===== src/rtl/approx_add_pkg.sv =====
// approx_add_pkg: shared mode encodings, counter width and the reference approximate-sum function.
`default_nettype none
package approx_add_pkg;

  localparam logic MODE_EXACT  = 1'b0;
  localparam logic MODE_APPROX = 1'b1;
  localparam int   ERR_CNT_W   = 16;

  // Arithmetic reference: OR-sum low bits, keep only the top approximated carry, exact above.
  function automatic logic [63:0] approx_sum_ref(input logic [63:0] a, input logic [63:0] b,
                                                 input logic mode, input int width,
                                                 input int approx_bits);
    logic [63:0] aa, bb, lo_mask, lo, upper;
    logic        c;
    aa = a & ((64'd1 << width) - 64'd1);
    bb = b & ((64'd1 << width) - 64'd1);
    if (mode == MODE_EXACT || approx_bits == 0) return aa + bb;
    lo_mask = (64'd1 << approx_bits) - 64'd1;
    lo      = (aa | bb) & lo_mask;
    c       = aa[approx_bits-1] & bb[approx_bits-1];
    upper   = (aa >> approx_bits) + (bb >> approx_bits) + {63'd0, c};
    return (upper << approx_bits) | lo;
  endfunction

endpackage
`default_nettype wire


===== src/rtl/approx_add_slice.sv =====
// approx_add_slice: combinational W-bit adder whose low APPROX_BITS cells become OR-sum/AND-carry in approx mode.
`default_nettype none
module approx_add_slice
  import approx_add_pkg::*;
#(
  parameter int W           = 8,
  parameter int APPROX_BITS = 0
) (
  input  logic [W-1:0] a,
  input  logic [W-1:0] b,
  input  logic         cin,
  input  logic         mode,
  output logic [W-1:0] sum,
  output logic         cout
);

  logic [W:0] exact;
  assign exact = {1'b0, a} + {1'b0, b} + {{W{1'b0}}, cin};

  generate
    if (APPROX_BITS == 0) begin : g_exact_only
      logic unused_mode;
      assign unused_mode = mode;
      assign {cout, sum} = exact;
    end else begin : g_approx
      logic [W:0] approx;
      logic       c_keep;
      // cin is dropped in approx mode: the low half is always fed with zero.
      assign c_keep = a[APPROX_BITS-1] & b[APPROX_BITS-1];
      if (APPROX_BITS == W) begin : g_all_approx
        assign approx = {c_keep, a | b};
      end else begin : g_part_approx
        logic [W-APPROX_BITS:0] upper;
        assign upper = {1'b0, a[W-1:APPROX_BITS]} + {1'b0, b[W-1:APPROX_BITS]}
                     + {{(W-APPROX_BITS){1'b0}}, c_keep};
        assign approx = {upper, a[APPROX_BITS-1:0] | b[APPROX_BITS-1:0]};
      end
      assign {cout, sum} = (mode == MODE_APPROX) ? approx : exact;
    end
  endgenerate

endmodule
`default_nettype wire


===== src/rtl/pipe_approx_adder.sv =====
// pipe_approx_adder: two-stage valid/ready adder, low half approximable at run time.
// Optional APPROX_STATS_EN adds err_cnt, counting approx results that differ from exact.
`default_nettype none
module pipe_approx_adder
  import approx_add_pkg::*;
#(
  parameter int WIDTH       = 16,
  parameter int APPROX_BITS = 4
) (
  input  logic                 clk,
  input  logic                 rst,
  input  logic                 in_valid,
  output logic                 in_ready,
  input  logic [WIDTH-1:0]     in_a,
  input  logic [WIDTH-1:0]     in_b,
  input  logic                 in_mode,
  output logic                 out_valid,
  input  logic                 out_ready,
  output logic [WIDTH:0]       out_sum,
  output logic                 out_mode
`ifdef APPROX_STATS_EN
  ,
  output logic [ERR_CNT_W-1:0] err_cnt
`endif
);

  localparam int LO_W = WIDTH / 2;
  localparam int HI_W = WIDTH - LO_W;

  logic            s1_valid, s2_valid, s2_free, accept, s1_adv;
  logic [LO_W-1:0] lo_sum, s1_lo;
  logic            c_lo, s1_clo, s1_mode;
  logic [HI_W-1:0] s1_a_hi, s1_b_hi, hi_sum;
  logic            hi_cout;

  assign s2_free   = !s2_valid || out_ready;
  assign in_ready  = !s1_valid || s2_free;
  assign accept    = in_valid && in_ready;
  assign s1_adv    = s1_valid && s2_free;
  assign out_valid = s2_valid;

  approx_add_slice #(.W(LO_W), .APPROX_BITS(APPROX_BITS)) u_lo (
    .a(in_a[LO_W-1:0]), .b(in_b[LO_W-1:0]), .cin(1'b0), .mode(in_mode),
    .sum(lo_sum), .cout(c_lo)
  );

  approx_add_slice #(.W(HI_W), .APPROX_BITS(0)) u_hi (
    .a(s1_a_hi), .b(s1_b_hi), .cin(s1_clo), .mode(MODE_EXACT),
    .sum(hi_sum), .cout(hi_cout)
  );

  always_ff @(posedge clk) begin
    if (rst) begin
      s1_valid <= 1'b0;
      s2_valid <= 1'b0;
    end else begin
      if (accept)      s1_valid <= 1'b1;
      else if (s1_adv) s1_valid <= 1'b0;
      if (s1_adv)         s2_valid <= 1'b1;
      else if (out_ready) s2_valid <= 1'b0;
    end
  end

  // Data registers only load on accept/advance, so they double as clock-gate enables.
  always_ff @(posedge clk) begin
    if (rst) begin
      s1_lo    <= '0;
      s1_clo   <= 1'b0;
      s1_a_hi  <= '0;
      s1_b_hi  <= '0;
      s1_mode  <= MODE_EXACT;
      out_sum  <= '0;
      out_mode <= MODE_EXACT;
    end else begin
      if (accept) begin
        s1_lo   <= lo_sum;
        s1_clo  <= c_lo;
        s1_a_hi <= in_a[WIDTH-1:LO_W];
        s1_b_hi <= in_b[WIDTH-1:LO_W];
        s1_mode <= in_mode;
      end
      if (s1_adv) begin
        out_sum  <= {hi_cout, hi_sum, s1_lo};
        out_mode <= s1_mode;
      end
    end
  end

`ifdef APPROX_STATS_EN
  logic [LO_W-1:0] lo_exact;
  logic            c_lo_exact, s1_err, s2_err;

  approx_add_slice #(.W(LO_W), .APPROX_BITS(0)) u_lo_exact (
    .a(in_a[LO_W-1:0]), .b(in_b[LO_W-1:0]), .cin(1'b0), .mode(MODE_EXACT),
    .sum(lo_exact), .cout(c_lo_exact)
  );

  always_ff @(posedge clk) begin
    if (rst) begin
      s1_err  <= 1'b0;
      s2_err  <= 1'b0;
      err_cnt <= '0;
    end else begin
      if (accept) s1_err <= ({c_lo, lo_sum} != {c_lo_exact, lo_exact});
      if (s1_adv) s2_err <= s1_err;
      if (s2_valid && out_ready && (out_mode == MODE_APPROX) && s2_err && (err_cnt != '1))
        err_cnt <= err_cnt + 1'b1;
    end
  end
`else
  // Without stats the exact shadow adder and mismatch pipeline are not built.
`endif

endmodule
`default_nettype wire


===== config.mk =====
export PLATFORM = sky130hd
export DESIGN_NAME = pipe_approx_adder
export DESIGN_NICKNAME = d
export VERILOG_FILES = /design/src/rtl/approx_add_pkg.sv /design/src/rtl/approx_add_slice.sv /design/src/rtl/pipe_approx_adder.sv
export SDC_FILE = /design/constraint.sdc
export NUM_CORES = 1
export LEC_CHECK = 0
export BUFFER_PORTS_ARGS = -buffer_cell sky130_fd_sc_hd__buf_2
export CORE_MARGIN = 4
export CORE_UTILIZATION = 45
export CTS_BUF_LIST = sky130_fd_sc_hd__clkbuf_4
export DETAILED_ROUTE_END_ITERATION = 12
export PLACE_DENSITY_LB_ADDON = 0.15
export SLEW_MARGIN = 20
export SYNTH_ARGS = -nofsm -noshare
export SYNTH_HDL_FRONTEND = slang
export SYNTH_HIERARCHICAL = 1
export SYNTH_SLANG_ARGS = --single-unit

===== constraint.sdc =====
create_clock -name clk -period 5.8 [get_ports clk]
set_input_delay 0.58 -clock clk [delete_from_list [all_inputs] [get_ports clk]]
set_output_delay 0.58 -clock clk [all_outputs]
set_load 0.02 [all_outputs]

; ---- Yosys cells after proc, flatten, opt, wreduce, memory -nomap -nowiden
; Cells that the tools add are included.
[word_totals]
output_inout_bits = 20
wordCells = 29
regBits = 46
in_bits = 37
[op_classes]
reduce_logical = 8
n_addsub = 5
muxes = 5
bitwise_logic = 2
[ops]
columns = operator, count
row1 = 8-bit by 8-bit adder with 9-bit output, 2
row2 = 9-bit by 1-bit adder with 9-bit output, 1
row3 = 9-bit 2-to-1 mux, 1
row4 = 4-bit by 4-bit adder with 5-bit output, 1
row5 = 5-bit by 1-bit adder with 5-bit output, 1
row6 = 1-bit 2-to-1 mux, 4
row7 = 4-bit bitwise OR, 1
row8 = 2-bit nonzero test, 2
row9 = 1-bit logical AND, 2
row10 = 1-bit logical NOT, 2
row11 = 1-bit logical OR, 2
row12 = 1-bit bitwise AND, 1

; ---- Longest topological paths before layout
; Gate-level depths: netlist of the first run.
[depth]
ltp_word = 5
ltp_mapped = 9
depth_no_buf = 9

; ---- Hierarchy
; The synthesis of the first run kept the hierarchy.
[modules_own_cells]
columns = mod, area_each_um2, instances, seq_area_each_um2, cells_each
row1 = pipe_approx_adder, 1959.4, 1, 920.9, 205
row2 = approx_add_slice at u_lo, 516.7, 1, 0.0, 65
row3 = approx_add_slice at u_hi, 331.6, 1, 0.0, 40

; ---- Least setup slack after synthesis of the first run
; No wires, ideal clock.
[synth_timing]
path_kind = input to register
startpoint = in in_a[0]
endpoint = reg s1_clo
setup_time_ns = 0.072
required_ns = 5.728
t_arrival_ns = 1.971
cell_stages = 9
n_path_buf = 0
path_slack_ns = 3.758
cell_sequence = fa_1 -> inv_1 -> fa_1 -> nand2b_1 -> a211oi_1 -> o21ai_1 -> o21ai_0 -> nand2b_1 -> mux2i_1
[synth_between]
elab_chain_len = 2
[synth_rtl]
columns = element, line_no
row1 = from (decl), pipe_approx_adder.sv:14  ; input logic [WIDTH-1:0] in_a,
row2 = 8-bit by 8-bit adder with 9-bit output, approx_add_slice.sv:18  ; assign exact = {1'b0, a} + {1'b0, b} + {{W{1'b0}}, cin};
row3 = 9-bit 2-to-1 mux, approx_add_slice.sv:38  ; assign {cout, sum} = (mode == MODE_APPROX) ? approx : exact;
row4 = net c_lo, pipe_approx_adder.sv:32  ; logic c_lo, s1_clo, s1_mode;
row5 = to (signal assigned), pipe_approx_adder.sv:77  ; s1_clo <= c_lo;
row6 = to (decl), pipe_approx_adder.sv:32
; The timed path passes the listed nets, and every way through them passes these cells.
; A chain may end at the register's enable or synchronous reset.

; ---- Final worst setup path of the first run
[layout_timing]
startpoint = reg s2_valid, in the netlist out_valid
endpoint = out in_ready
[layout_between]
elab_chain_len = 3
[layout_rtl]
columns = element, line_no
row1 = from (decl), pipe_approx_adder.sv:30  ; logic s1_valid, s2_valid, s2_free, accept, s1_adv;
row2 = from (signal assigned), pipe_approx_adder.sv:55  ; s2_valid <= 1'b0;
row3 = from (signal assigned), pipe_approx_adder.sv:59  ; if (s1_adv) s2_valid <= 1'b1;
row4 = from (signal assigned), pipe_approx_adder.sv:60  ; else if (out_ready) s2_valid <= 1'b0;
row5 = 1-bit logical NOT, pipe_approx_adder.sv:36  ; assign s2_free = !s2_valid || out_ready;
row6 = 1-bit logical OR, pipe_approx_adder.sv:36
row7 = 1-bit logical OR, pipe_approx_adder.sv:37  ; assign in_ready = !s1_valid || s2_free;
row8 = to (decl), pipe_approx_adder.sv:13  ; output logic in_ready,
; Every way passes these cells.

==> summary.md, run 1 <==
| Metric | Value |
|---|---|
| Total power | `0.000664 W` |
| Slew HR | `about 34%` |
| CTS buffer count | `5` |
| Width of the chip | `between 80 and 90 µm` |
| Final period util | `36.0%` |
| Part of the power in registers | `roughly 53%` |
| Crit path kind | `flop to primary output` |
| Min-delay src | `in_valid` |
| Vias per cell | `5.06` |
| Static leakage | `1.45 nW` |
| Root Driver | `clkbuf_4` |
| CP endpoint kind | `primary output` |
| Setup_tns | `0 ps` |
| CTS max path bufs | `2` |
| Yosys cell types | `slightly above 40` |
| Crit path arrival time | `1510 ps` |
| Gr usage total | `15.0%` |
| Gr ovfl total | `0` |
| DR DRC count | `0` |
| Final std cells w/o fill | `approximately 430` |
| Worst path required time | `roughly 5200 ps` |
| Chip Height | `between 80 and 90 µm` |
| Core Box Area | `around 6000 µm²` |
| Worst Reg-to-Reg Cells | `7` |
| Crit path from | `out_valid` |
| Antenna-violating nets left | `0` |
| Row count | `28` |
| Die Area | `7570 µm²` |
| Post-DP HPWL | `~4000 µm` |
| Combinational share of power | `between 20% and 30%` |
| Post-synth EDFFs | `0` |
| # setup viols final | `0` |
| Crit Reg-Reg Endpoint | `out_sum[14]` |
| Worst VDD drop | `approximately 95 µV` |
| Power density over cell area | `approximately 210 nW/µm²` |
| Post-synth ARST share | `0%` |
| Yosys warns | `6` |
| Clk_lat worst skew | `roughly 360 ps` |
| WL/cell | `approximately 13 µm` |
| Max_cap viols | `0` |
| R2R setup slack | `roughly 3700 ps` |
| Port buffer count | `56` |
| Gate Count Post-Synth | `310` |
| Area fraction of the dominant cell type after synthesis | `around a third` |
| RSZ-0062 raised after global routing | `false` |
| Area grow syn2layout | `11.8%` |
| Share of layout cells above drive strength 1 | `20.8%` |
| Largest cells by area after synthesis | `dfxtp_1, nand2b_1, mux2i_1` |
| Post-Syn Nets | `~370` |
| Hold crit path type | `primary input to flop` |
| Vias | `between 2000 and 2500` |
| Switching Fraction | `a little under a third` |
| Synthesized cell area | `2810 µm²` |
| Clk slew on worst S/H paths | `150 ps` |
| Starting Density | `46.9%` |
| CTS Hold Buffers Added | `0` |
| Part of the power in the clock network | `23.3%` |
| Crit path time final | `2090 ps` |
| Area after DPL | `approximately 3100 µm²` |
| NumNets Final | `416` |
| Final Util | `52.4%` |
| Initial antenna violation count | `0` |
| Int Power | `about 0.00046 W` |
| GPL Wtd Cong | `0.861` |
| 1st-iter DRT viols | `approximately 110` |
| Main synth FF type | `dfxtp_1` |
| Synth top cells by count | `nand2b_1, dfxtp_1, a21oi_1` |
| Global-route wire length before repair | `about 9300 µm` |
| First-pass DRT Iterations | `4` |
| CTS tree | `built` |
| Sink Count | `46` |
| IO Pins | `57` |
| Sw Pwr | `between 0.0002 and 0.00025 W` |
| Average cell area after synthesis | `just over 9 µm²` |
| Crit-path max FO | `21` |
| Slew @ Worst Pin | `about 980 ps` |
| F_max | `about 0.48 GHz` |
| Vias in the first global route | `approximately 2000` |
| Worst setup path endpoint | `in_ready` |
| Placed insts | `around 420` |
| Antenna Cells | `0` |
| Final Instance Area | `around 3100 µm²` |
| Sequential-to-total area share from yosys stat | `between 30% and 40%` |
| Post-CTS Resized | `0` |
| Flops & latches, synth | `46` |
| Status | `complete, no violations` |
| Max Transition Viols Final | `0` |
| H-tree Lvls | `2` |
| Total routed wirelength | `between 5000 and 6000 µm` |
| Pin count of the biggest net entering global routing | `73` |
| R2r startpoint | `s1_a_hi[0]` |
| Leading area contributor after synthesis | `dfxtp_1` |
| Worst clock skew | `~18 ps` |
| Post-CTS Setup Inserts | `0` |
| Hold Vio Cnt, Final | `0` |
| Startpoint types | `flop` |
| Most numerous cell in the Yosys netlist | `nand2b_1` |
flip-flops by register name, summed over array words and instances (netlist names):
signal and cells:
out_sum 17, s1_b_hi 8, s1_clo 1, s1_mode 1
s1_valid 1, out_valid 1, out_mode 1, s1_a_hi 8
s1_lo 8
logic make-up (layout without fill, tap and decap cells):
kind of cell	count (synthesis)	count (layout)	synth area share, %
buf+inv	37	83	7.31
other cells	1	1	0.134
simple gates	93	93	19.1
mux	29	29	10.3
flops	46	46	32.8
xor+xnor	8	8	2.50
compound gates	72	72	15.5
fa+ha+maj	24	24	12.3
critical path, stage by stage (launching register included):
cell	delay, ps
dfxtp_1	370
nor2b_4	490
nand2_1	100
buf_2	190
power by group through the flow:
stage                     Clock, W  Sequential [W]  Combinational (W)
after detailed placement         0        0.000358           0.000156
final                     0.000155        0.000351           0.000158
after CTS                 0.000161        0.000351           0.000157
after global routing      0.000177        0.000355           0.000178
after floorplan                  0        0.000361           0.000115
after global placement           0        0.000358           0.000153
placed cells by master (no fill, tap or decap), drive strengths merged, types with 3 or more instances in the layout:
cell | Yosys | layout
a211o | 3 | 3
a21o | 4 | 4
a21oi | 32 | 32
buf | 12 | 57
clkbuf | 7 | 5
dfxtp | 46 | 46
fa | 6 | 6
ha | 18 | 18
inv | 18 | 18
mux2i | 29 | 29
nand2 | 8 | 8
nand2b | 56 | 56
nand3 | 20 | 20
nor2 | 3 | 3
o21ai | 22 | 22
xnor2 | 4 | 4
xor2 | 4 | 4
worst min-delay path by stage:
stage                 end  slack [ps]  cells past startpoint
2_1_floorplan    out_mode         440                      2
3_3_place_gp     s1_lo[2]         460                      2
3_5_place_dp     s1_lo[2]         460                      2
4_1_cts          s1_valid         430                      3
5_1_grt        s1_b_hi[5]         420                      3
6_report         s1_valid         440                      3
metal layers:
layer	GRT usage [%]	vias up	part of all wire, %
li1	-	1148	-
met1	23.5	975	55
met2	20.4	52	38
met3	3.12	5	5.7
met4	3.97	0	1.0
met5	0	-	0
stage by stage:
| stage | setup slack, ps | hold slack [ps] |
|---|---|---|
| after CTS | 3690 | 427 |
| after global placement | 3530 | 463 |
| after global routing | 3510 | 420 |
| after detailed placement | 3470 | 464 |
| final | 3710 | 442 |
| after floorplan | 3760 | 444 |
final cells by class:
class | instances | area (µm²)
flip-flops and latches | 46 | 921
clock inverters | 3 | 21.3
clock buffers | 5 | 37.5
multi-input cells | 227 | 1690
well taps | 75 | 93.8
inverters | 18 | 67.6
repair buffers | 57 | 308
fillers | 593 | 2850
Note: power is estimated with default switching activity, not from simulation.
==> run 2, diff against run 1 <==
--- a/config.mk
+++ b/config.mk
@@ -5,6 +5,7 @@
 export SDC_FILE = /design/constraint.sdc
 export NUM_CORES = 1
 export LEC_CHECK = 0
+export ABC_AREA = 1
 export BUFFER_PORTS_ARGS = -buffer_cell sky130_fd_sc_hd__buf_2
 export CORE_MARGIN = 4
 export CORE_UTILIZATION = 45
==> constraint.sdc (replaced) <==
create_clock -name clk -period 1.9 [get_ports clk]
set_input_delay 0.19 -clock clk [delete_from_list [all_inputs] [get_ports clk]]
set_output_delay 0.19 -clock clk [all_outputs]
set_load 0.02 [all_outputs]
==> run 2 against run 1 <==
Effect of this change:
- clock power rose to 3.8 times the previous value
- worst hold slack worse by 300 ps
- clock skew down 13 ps
- sequential power rose to 3.1 times the previous value
- critical path depth up 8
- critical path type is now flop to flop
==> summary.md, run 2 <==
| Metric | Value |
|---|---|
| Yosys cell types | `33` |
| Worst clock skew | `approximately 5 ps` |
| Vias in the first global route | `between 2000 and 2500` |
| Pin count of the biggest net entering global routing | `54` |
| CTS max path bufs | `2` |
| Cell chain of the critical path | `fa_2 -> fa_2 -> nand2_2 -> nand2_2 -> nand3b_4 -> nand2_2 -> nand2_1 -> nand2_1 -> nand3b_1 -> nand2_1 -> nor2_1` |
| Starting Density | `around 47%` |
| # setup viols final | `0` |
| Row count | `29` |
| Antenna Cells | `0` |
| H-tree Lvls | `2` |
| Critical path's slowest cell | `fa_2` |
| Post-synth ARST share | `0%` |
| CTS tree | `built` |
| Commonest non-fill, non-tap cell in the layout | `nand2_1` |
| Root Driver | `clkbuf_4` |
| CP endpoint kind | `flop` |
| Average cell area after synthesis | `~7.0 µm²` |
| WL/cell | `approximately 11 µm` |
| NumNets Final | `around 540` |
| Placed insts | `about 550` |
| Crit path kind | `flop to flop` |
| Chip Height | `approximately 90 µm` |
| Setup_tns | `0 ps` |
| F_max | `~0.53 GHz` |
| Reg with most FFs | `out_sum` |
| RSZ-0062 raised after global routing | `true` |
| Area grow syn2layout | `15.1%` |
| 1st-iter DRT viols | `108` |
| Status | `complete, no violations` |
| Largest cells by area after synthesis | `dfxtp_1, nand2_1, nor2_1` |
| Place WS | `-91.4 ps` |
| Crit path time final | `1890 ps` |
| Clk slew on worst S/H paths | `~130 ps` |
| Initial antenna violation count | `0` |
| Setup WS post-layout | `about 14 ps` |
| Final period util | `around 100%` |
| Antenna-violating nets left | `0` |
| Gr ovfl total | `0` |
| Hold Vio Cnt, Final | `0` |
| Area after DPL | `~3300 µm²` |
| Synthesized cell area | `3020 µm²` |
| Worst path required time | `approximately 2200 ps` |
| Crit-path max FO | `2` |
| Main synth FF type | `dfxtp_1` |
| Sink Count | `46` |
| Vias per cell | `roughly 4.7` |
| Max reg flops | `17` |
| Total routed wirelength | `~6000 µm` |
| Gr usage total | `between 10% and 20%` |
| Post-Syn Nets | `around 490` |
| Crit path arrival time | `around 2200 ps` |
| Yosys warns | `6` |
| Filler cells | `about 690` |
| First-pass DRT Iterations | `4` |
| Hold crit path type | `primary input to flop` |
| Static leakage | `between 1.5 and 2 nW` |
| Worst VDD drop | `308 µV` |
| DR DRC count | `0` |
| Core Box Area | `about 6400 µm²` |
| Width of the chip | `89.9 µm` |
| Port buffer count | `56` |
| Gate Count Post-Synth | `approximately 430` |
| Startpoint types | `flop` |
| Final Instance Area | `roughly 3500 µm²` |
| GPL Wtd Cong | `around 0.80` |
| Multi-input combinational cell area | `between 1500 and 2000 µm²` |
| Area fraction of the dominant cell type after synthesis | `a little under a third` |
| Most frequent cells in the layout | `nand2_1, nor2_1, inv_1, buf_2, dfxtp_1` |
| Max Transition Viols Final | `0` |
| Share of layout cells above drive strength 1 | `22.6%` |
| Synth top cells by count | `nand2_1, nor2_1, inv_1` |
| Sequential Area | `923 µm²` |
| IO Pins | `between 50 and 60` |
| Die Area | `slightly above 8000 µm²` |
| Global-route wire length before repair | `10800 µm` |
| Clk_lat worst skew | `around 350 ps` |
| Slowest stage delay, CP | `approximately 410 ps` |
| Most numerous cell in the Yosys netlist | `nand2_1` |
| Max_cap viols | `0` |
| Leading area contributor after synthesis | `dfxtp_1` |
| Sequential-to-total area share from yosys stat | `30.5%` |
| Post-synth EDFFs | `0` |
| Flops & latches, synth | `46` |
| Power density over cell area | `~670 nW/µm²` |
| CTS buffer count | `5` |
| Post-DP HPWL | `between 4000 and 5000 µm` |
| Final std cells w/o fill | `between 500 and 600` |
| Vias | `2604` |
[run 2: cell types whose count changed after synthesis, moves of 5 or more]
cell,before,now
nand2_1,8,94
nand3_1,20,25
nand3b_1,1,21
nor2_1,3,66
nand3_2,0,13
mux2i_1,29,1
clkbuf_1,7,1
nand2b_1,56,0
o21ai_1,19,0
nand2_2,0,5
inv_1,16,57
[run 2: kinds of logic (layout without fill, tap and decap cells)]
family	after synthesis	count (layout)	share of synthesized area [%]
xor gates and xnor gates	3	3	0.872
DFF	46	46	30.5
buffers and inverters	80	134	12.0
AOI/OAI and AO/OA	41	41	7.34
adders and majority gates	24	24	11.5
muxes	1	1	0.332
other	1	1	0.124
and+or+nand+nor	232	232	37.3
[run 2: where the power goes]
part | switching (W) | internal, W | total, W
Clock | 0.000316 | 0.000273 | 0.000589
Combinational | 0.000361 | 0.000279 | 0.000640
Sequential | 0.0000455 | 0.00104 | 0.00109
[run 2: path summary, 6_finish.rpt]
path | start | to | slack [ps] | cells past startpoint
hold / removal | in_b[13] | s1_b_hi[5] | 140 | 5
hold reg to reg | out_sum[3] | out_sum[3] | 490 | 2
setup / recovery | s1_clo | out_sum[16] | 10 | 11
setup reg to reg | s1_clo | out_sum[16] | 10 | 11
[run 2: cell type report]
cell class	count	share of cell area [%]
multi-input combinational	302	50.5
sequential	46	26.6
timing repair buffer	65	11.3
inverter	61	6.59
tap	77	2.77
clock inverter	3	1.15
clock buffer	5	1.08
[run 2: critical path: cells and delay by family, from the launching register on]
kind                     cells  cell delay [ps]
adder cells (fa/ha/maj)      2              800
flip-flops                   1              360
AND/OR/NAND/NOR              9              630
[run 2: stage by stage]
stage,power [W],utilization [%],hold slack [ps]
finish,0.00232,54.1,138
global route,0.00248,54.1,134
CTS,0.00234,53.6,115
detailed placement,0.00174,52.1,399
global placement,0.00173,52.1,395
floorplan,0.00157,-,259
[run 2: metal layers]
layer | global-route usage (%) | wire [µm]
met5 | 0 | 0
met4 | 4.97 | 70
met1 | 21.5 | 3240
met3 | 3.26 | 289
met2 | 24.2 | 2420
[run 2: timing repair]
action,in CTS,in global routing
setup endpoints to repair,3,3
setup buffers,0,2
hold buffers,1,0
pin swaps,0,6
hold endpoints to repair,2,0
gates resized for setup,4,6
